`config.mk`:
```
export PLATFORM = sky130hd
export DESIGN_NAME = key_matrix_scanner_flat
export DESIGN_NICKNAME = d
export VERILOG_FILES = /design/src/rtl/key_matrix_scanner_if.sv /design/src/rtl/key_matrix_scanner.sv /design/src/flat_wrapper.sv
export SDC_FILE = /design/constraint.sdc
export NUM_CORES = 1
export LEC_CHECK = 0
export CAP_MARGIN = 25
export CORE_MARGIN = 4
export CORE_UTILIZATION = 54
export DETAILED_ROUTE_END_ITERATION = 8
export GPL_ROUTABILITY_DRIVEN = 0
export PLACE_DENSITY = 0.75
export REMOVE_ABC_BUFFERS = 1
export SETUP_SLACK_MARGIN = 0.2
export SLEW_MARGIN = 10
export SYNTH_ARGS = -nofsm -noshare
export SYNTH_HDL_FRONTEND = slang
export SYNTH_SLANG_ARGS = --single-unit
```
`constraint.sdc`:
```
create_clock -name clk -period 2.7 [get_ports clk]
set_input_delay 0.27 -clock clk [delete_from_list [all_inputs] [get_ports clk]]
set_output_delay 0.27 -clock clk [all_outputs]
set_load 0.005 [all_outputs]
```
`src/rtl/key_matrix_scanner_if.sv`:
```
`default_nettype none
// ============================================================================
// Module      : key_matrix_scanner_if
// Description : Matrix I/O and debounced key/press-event bundle for the scanner.
// Revision    : 1.0 - initial release
// ============================================================================
interface key_matrix_scanner_if;
    logic [3:0]  col_n;
    logic [3:0]  row_n;
    logic [15:0] keys;
    logic        press_valid;
    logic [3:0]  press_index;

    modport master (
        input  col_n,
        output row_n,
        output keys,
        output press_valid,
        output press_index
    );

    modport slave (
        output col_n,
        input  row_n,
        input  keys,
        input  press_valid,
        input  press_index
    );
endinterface
`default_nettype wire

```
`src/rtl/key_matrix_scanner.sv`:
```
`default_nettype none
// ============================================================================
// Module      : key_matrix_scanner
// Description : 4x4 key matrix row scanner with per-key debounce and press events.
// Revision    : 1.0 - initial release
// ============================================================================
module key_matrix_scanner #(
    parameter int SCAN_DIV       = 1000,
    parameter int DEBOUNCE_SCANS = 4
) (
    input  wire logic             clk,
    input  wire logic             reset,
    key_matrix_scanner_if.master  bus
);
    localparam int              c_dw         = (SCAN_DIV > 1) ? $clog2(SCAN_DIV) : 1;
    localparam logic [c_dw-1:0] c_dwell_last = c_dw'(SCAN_DIV - 1);
    localparam logic [4:0]      c_deb        = 5'(DEBOUNCE_SCANS);

    logic [3:0]      r_col_meta;
    logic [3:0]      r_col_sync;
    logic [1:0]      r_row;
    logic [c_dw-1:0] r_dwell;
    logic [3:0]      r_row_n;
    logic [15:0]     r_keys;
    logic [3:0]      r_cnt [16];
    logic [3:0]      r_pend;
    logic [1:0]      r_pend_row;
    logic            r_press_valid;
    logic [3:0]      r_press_index;

    logic            w_sample;
    logic [3:0]      w_raw;
    logic [3:0]      w_rise;
    logic [1:0]      w_sel;

    always_comb begin
        w_sample = (r_dwell == c_dwell_last);
        w_raw    = ~r_col_sync;
        w_rise   = 4'd0;
        // A key rises when its confirming sample arrives while it is still released.
        for (int c = 0; c < 4; c++) begin
            w_rise[c] = w_sample && w_raw[c] && !r_keys[{r_row, 2'(c)}]
                        && ({1'b0, r_cnt[{r_row, 2'(c)}]} + 5'd1 == c_deb);
        end
    end

    always_comb begin
        w_sel = 2'd0;
        for (int c = 3; c >= 0; c--) begin
            if (r_pend[c]) begin
                w_sel = 2'(c);
            end
        end
    end

    always_ff @(posedge clk or negedge reset) begin
        if (!reset) begin
            r_col_meta <= 4'hF;
            r_col_sync <= 4'hF;
            r_row      <= 2'd0;
            r_dwell    <= '0;
            r_row_n    <= 4'hF;
        end else begin
            r_col_meta <= bus.col_n;
            r_col_sync <= r_col_meta;
            r_row_n    <= ~(4'b0001 << r_row);
            if (w_sample) begin
                r_dwell <= '0;
                r_row   <= r_row + 2'd1;
            end else begin
                r_dwell <= r_dwell + c_dw'(1);
            end
        end
    end

    always_ff @(posedge clk or negedge reset) begin
        if (!reset) begin
            r_keys <= 16'd0;
            for (int i = 0; i < 16; i++) begin
                r_cnt[i] <= 4'd0;
            end
        end else begin
            for (int i = 0; i < 16; i++) begin
                if (w_sample && (r_row == i[3:2])) begin
                    if (w_raw[i[1:0]] == r_keys[i]) begin
                        r_cnt[i] <= 4'd0;
                    end else if ({1'b0, r_cnt[i]} + 5'd1 == c_deb) begin
                        r_keys[i] <= w_raw[i[1:0]];
                        r_cnt[i]  <= 4'd0;
                    end else begin
                        r_cnt[i] <= r_cnt[i] + 4'd1;
                    end
                end
            end
        end
    end

    // The mask always drains within four cycles, so a new sample finds it empty.
    always_ff @(posedge clk or negedge reset) begin
        if (!reset) begin
            r_pend        <= 4'd0;
            r_pend_row    <= 2'd0;
            r_press_valid <= 1'b0;
            r_press_index <= 4'd0;
        end else begin
            r_press_valid <= 1'b0;
            if (r_pend != 4'd0) begin
                r_press_valid <= 1'b1;
                r_press_index <= {r_pend_row, w_sel};
                r_pend[w_sel] <= 1'b0;
            end
            if (w_sample) begin
                r_pend     <= w_rise;
                r_pend_row <= r_row;
            end
        end
    end

    assign bus.row_n       = r_row_n;
    assign bus.keys        = r_keys;
    assign bus.press_valid = r_press_valid;
    assign bus.press_index = r_press_index;
endmodule
`default_nettype wire

```
`src/flat_wrapper.sv`:
```
// flat-port wrapper written by rule: the top's interface ports become plain ports
module key_matrix_scanner_flat 
#(
    parameter int SCAN_DIV       = 1000,
    parameter int DEBOUNCE_SCANS = 4
)
  (clk, reset, bus_col_n, bus_row_n, bus_keys, bus_press_valid, bus_press_index);
  key_matrix_scanner_if bus_i ();
  input  wire logic clk;
  input  wire logic reset;
  input wire logic [$bits(bus_i.col_n)-1:0] bus_col_n;
  output wire logic [$bits(bus_i.row_n)-1:0] bus_row_n;
  output wire logic [$bits(bus_i.keys)-1:0] bus_keys;
  output wire logic [$bits(bus_i.press_valid)-1:0] bus_press_valid;
  output wire logic [$bits(bus_i.press_index)-1:0] bus_press_index;
  assign bus_i.col_n = bus_col_n;
  assign bus_row_n = bus_i.row_n;
  assign bus_keys = bus_i.keys;
  assign bus_press_valid = bus_i.press_valid;
  assign bus_press_index = bus_i.press_index;
  key_matrix_scanner #(.SCAN_DIV(SCAN_DIV), .DEBOUNCE_SCANS(DEBOUNCE_SCANS)) u_core (.clk(clk), .reset(reset), .bus(bus_i));
endmodule
```
==> results_dict.tcl <==
set metrics [dict create \
    max-cap-violations 0 \
    post_cts_resized 0 \
    tns_ps 0 \
    synth_top_flop_cell "dfrtp_1" \
    drc 0 \
    dr.pass1.iters 5 \
    cts_tree "built" \
    final_layout_size_suffix_gt1_share_pct 11.7 \
    hold_violations 0 \
    ys_types 48 \
    antenna_cells 0 \
    cts_sinks 115 \
    grtUsageMet2_pct 35.4 \
    syn_area_um2 5910 \
    met1_usage_pct 30.2 \
    yosys_warnings 0 \
    holdPathEnd "u_core.r_col_meta[0]" \
    peakVddDrop_v 0.000466 \
    gr-total-overflow 0 \
    yosysSeqAreaShare_pct 48.9 \
    antenna_found_initial 0 \
    syn_area_per_cell_um2 10.0 \
    hold_depth 1 \
    grt-busiest-layer "met2" \
    htree_num_levels 4 \
    drt_first_iter_violations 464 \
    nets 661 \
    ys_ff_latch 115 \
    period_share_pct 77.5 \
    syn_to_final_growth_pct 18.6 \
    rrSetupSlack_ps 610 \
    grt_pass1_vias 4738 \
    status "finished clean" \
    ys_async_sr_fraction_pct 100 \
    fin_ws_ps 608 \
    hp-start "bus_col_n[0]" \
    grt_max_degree 49 \
    track_usage_pct 22.7 \
    wire_per_inst_um 16.9 \
    drv_slew 0 \
    final_util_pct 66.7 \
    cts_buffer_depth 2 \
    drtAntennaViolNets 0 \
    reg2reg_from "u_core.r_dwell[0]" \
    wirelength_mm 13.2 \
    r2r_end "u_core.r_cnt[7]" \
    synth_top_area_cell "dfrtp_1" \
    vias 4690 \
    hold_class "primary input to flop" \
    clock_skew_ps 6.69 \
    hpwl_mm 9.05 \
    fin_crit_ps 2090 \
    synth.area.top_cells "dfrtp_1, nand2_1, nand3_1, dfstp_2, ha_1" \
    dpl_worst_slack_ps 623 \
    use_met3_pct 6.47 \
    io_pins 31 \
    postSynthCellCount 590 \
    required_ps 3160 \
    powerDensity_nw_per_um2 584 \
    startpoint_type "flop" \
    root_buffer "clkbuf_8" \
    clock_latency_ps 530 \
    row_count 37 \
    rsz0062_at_grt "false" \
    crit_path_end_kind "flop" \
    numPlacedInstances 750 \
    dieHeight_um 113 \
    postCtsSetupRepairBufs 0 \
    dieArea_um2 12700 \
    final.fill_count 821 \
    synth_edf_count 0 \
    finalSetupViolCount 0 \
    critPathKind "flop to flop" \
    leakage_uw 0.00330 \
    tightest_slew_ps 629 \
    core_area_um2 10500 \
    viasPerCell 5.99 \
    fmax_mhz 478 \
    relSlewSlack_pct 57.7 \
    synthDominantCellAreaShare_pct 43.6 \
    regArea_um2 2890 \
    multiInputGateArea_um2 2860 \
    fin_cells 783 \
    cp_max_fo 12 \
    cts_buffers 17 \
    grt_pass1_wl_mm 23.0 \
    portBuffers 30 \
    start_util_pct 56.3 \
    cp.arrival_ps 2550 \
    cts.clk_slew.worst_paths_ps 60 \
    reg2regPathDepth 5 \
    fp.dieW_um 113 \
]
-- cell usage in the layout, fill, tap and decap left out, drive strengths merged, types with 5 or more instances in the layout --
cell / synthesis / final
nor3b: 14 / 14
o31ai: 20 / 20
xor2: 18 / 18
or4: 16 / 16
ha: 21 / 21
mux2: 9 / 9
inv: 21 / 21
mux2i: 12 / 12
xnor2: 19 / 19
nand4: 7 / 7
nor4: 13 / 13
nand3: 65 / 65
buf: 10 / 14
clkinv: 0 / 7
a21o: 7 / 7
clkbuf: 9 / 20
dfrtp: 103 / 103
nor4bb: 6 / 6
and3: 7 / 7
dfstp: 12 / 12
o21ai: 31 / 31
nand2: 89 / 89
nor2: 29 / 29
nand3b: 16 / 16
nor3: 5 / 5
clkdlybuf4s50: 0 / 29
-- sequential cells by signal (all words and copies together), names as in the netlist --
| signal | flops |
|---|---|
| u_core.r_pend | 4 |
| u_core.bus.press_index | 4 |
| u_core.bus.keys | 16 |
| u_core.bus.press_valid | 1 |
| u_core.r_dwell | 10 |
| u_core.r_row | 2 |
| u_core.r_cnt | 64 |
| u_core.bus.row_n | 4 |
| u_core.r_col_sync | 4 |
| u_core.r_pend_row | 2 |
| u_core.r_col_meta | 4 |
-- cells by family after synthesis --
logic type | count (synthesis) | share of synthesized area (%)
AO/OA/AOI/OAI | 70 | 7.64
multiplexers | 23 | 4.51
XOR/XNOR | 37 | 5.48
flip-flops | 115 | 48.9
buffers and inverters | 40 | 2.67
adder cells (fa/ha/maj) | 21 | 4.44
AND/OR/NAND/NOR | 284 | 26.3
-- cell type report --
cell class | count | share of cell area, %
Multi-Input combinational cell | 435 | 40.8
Clock buffer | 20 | 6.07
Tap cell | 136 | 2.43
Inverter | 21 | 1.12
Clock inverter | 12 | 2.32
Sequential cell | 115 | 41.3
Timing Repair Buffer | 44 | 5.96
-- worst max-delay path: stages (launching register included) --
cell     delay (ps)
dfrtp_1         370
ha_1            250
and4b_1         340
nand4_2         350
or4_1           600
nand3_1         110
-- worst max-delay path by stage --
stage | from | to | slack [ps] | depth (start not counted)
3_3_place_gp | u_core.r_dwell[0] | u_core.r_cnt[15] | 670 | 5
5_1_grt | u_core.r_dwell[0] | u_core.r_cnt[7] | 450 | 5
4_1_cts | u_core.r_dwell[0] | u_core.r_cnt[7] | 600 | 5
2_1_floorplan | u_core.r_dwell[0] | u_core.r_cnt[51] | 380 | 5
6_report | u_core.r_dwell[0] | u_core.r_cnt[7] | 610 | 5
3_5_place_dp | u_core.r_dwell[0] | u_core.r_cnt[7] | 620 | 5
-- through the flow --
stage | hold slack [ps] | area [um^2] | total power [uW]
global route | 124 | 7010 | 4250
finish | 151 | 7010 | 4100
global placement | 275 | 6410 | 1860
CTS | 126 | 7010 | 4130
detailed placement | 282 | 6410 | 1870
floorplan | -25.6 | 5830 | 1810
-- synthesized netlist by cell type, types with 2 or more instances --
master,n
inv_1,21
xnor2_1,19
buf_2,6
mux2_2,9
nand3_1,65
mux4_2,2
clkbuf_1,9
nor3b_1,14
or4b_2,2
nand4_1,6
o21ai_0,31
nand3b_1,16
nor4bb_1,6
o31ai_1,20
nor4_2,2
a21o_1,7
nor4_1,9
dfstp_2,12
buf_1,4
and2_1,2
nor3_1,5
o22ai_1,2
xor2_1,18
ha_1,21
mux2i_1,12
nor4b_1,4
dfrtp_1,103
and3_1,7
or4_1,16
or2_2,2
nand2_1,89
nor2_1,29
nor2b_1,2
a22o_1,3
nor4_4,2
-- routing by layer --
layer	share of wire, %	up-vias
li1	-	2210
met1	45	2339
met2	48	117
met3	4.6	24
met4	2.0	0
met5	0	-
-- power breakdown --
group | switching [uW] | internal [uW] | total (uW)
clock | 774 | 1480 | 2260
sequential | 18.3 | 1740 | 1760
combinational | 55.4 | 26.1 | 81.5
-- what timing repair did --
action                                 4_1_cts  5_1_grt
endpoints found under the hold margin       31        0
hold buffers                                 1        0
setup endpoints to repair                    0        0
Power figures use the tool's default switching activity.
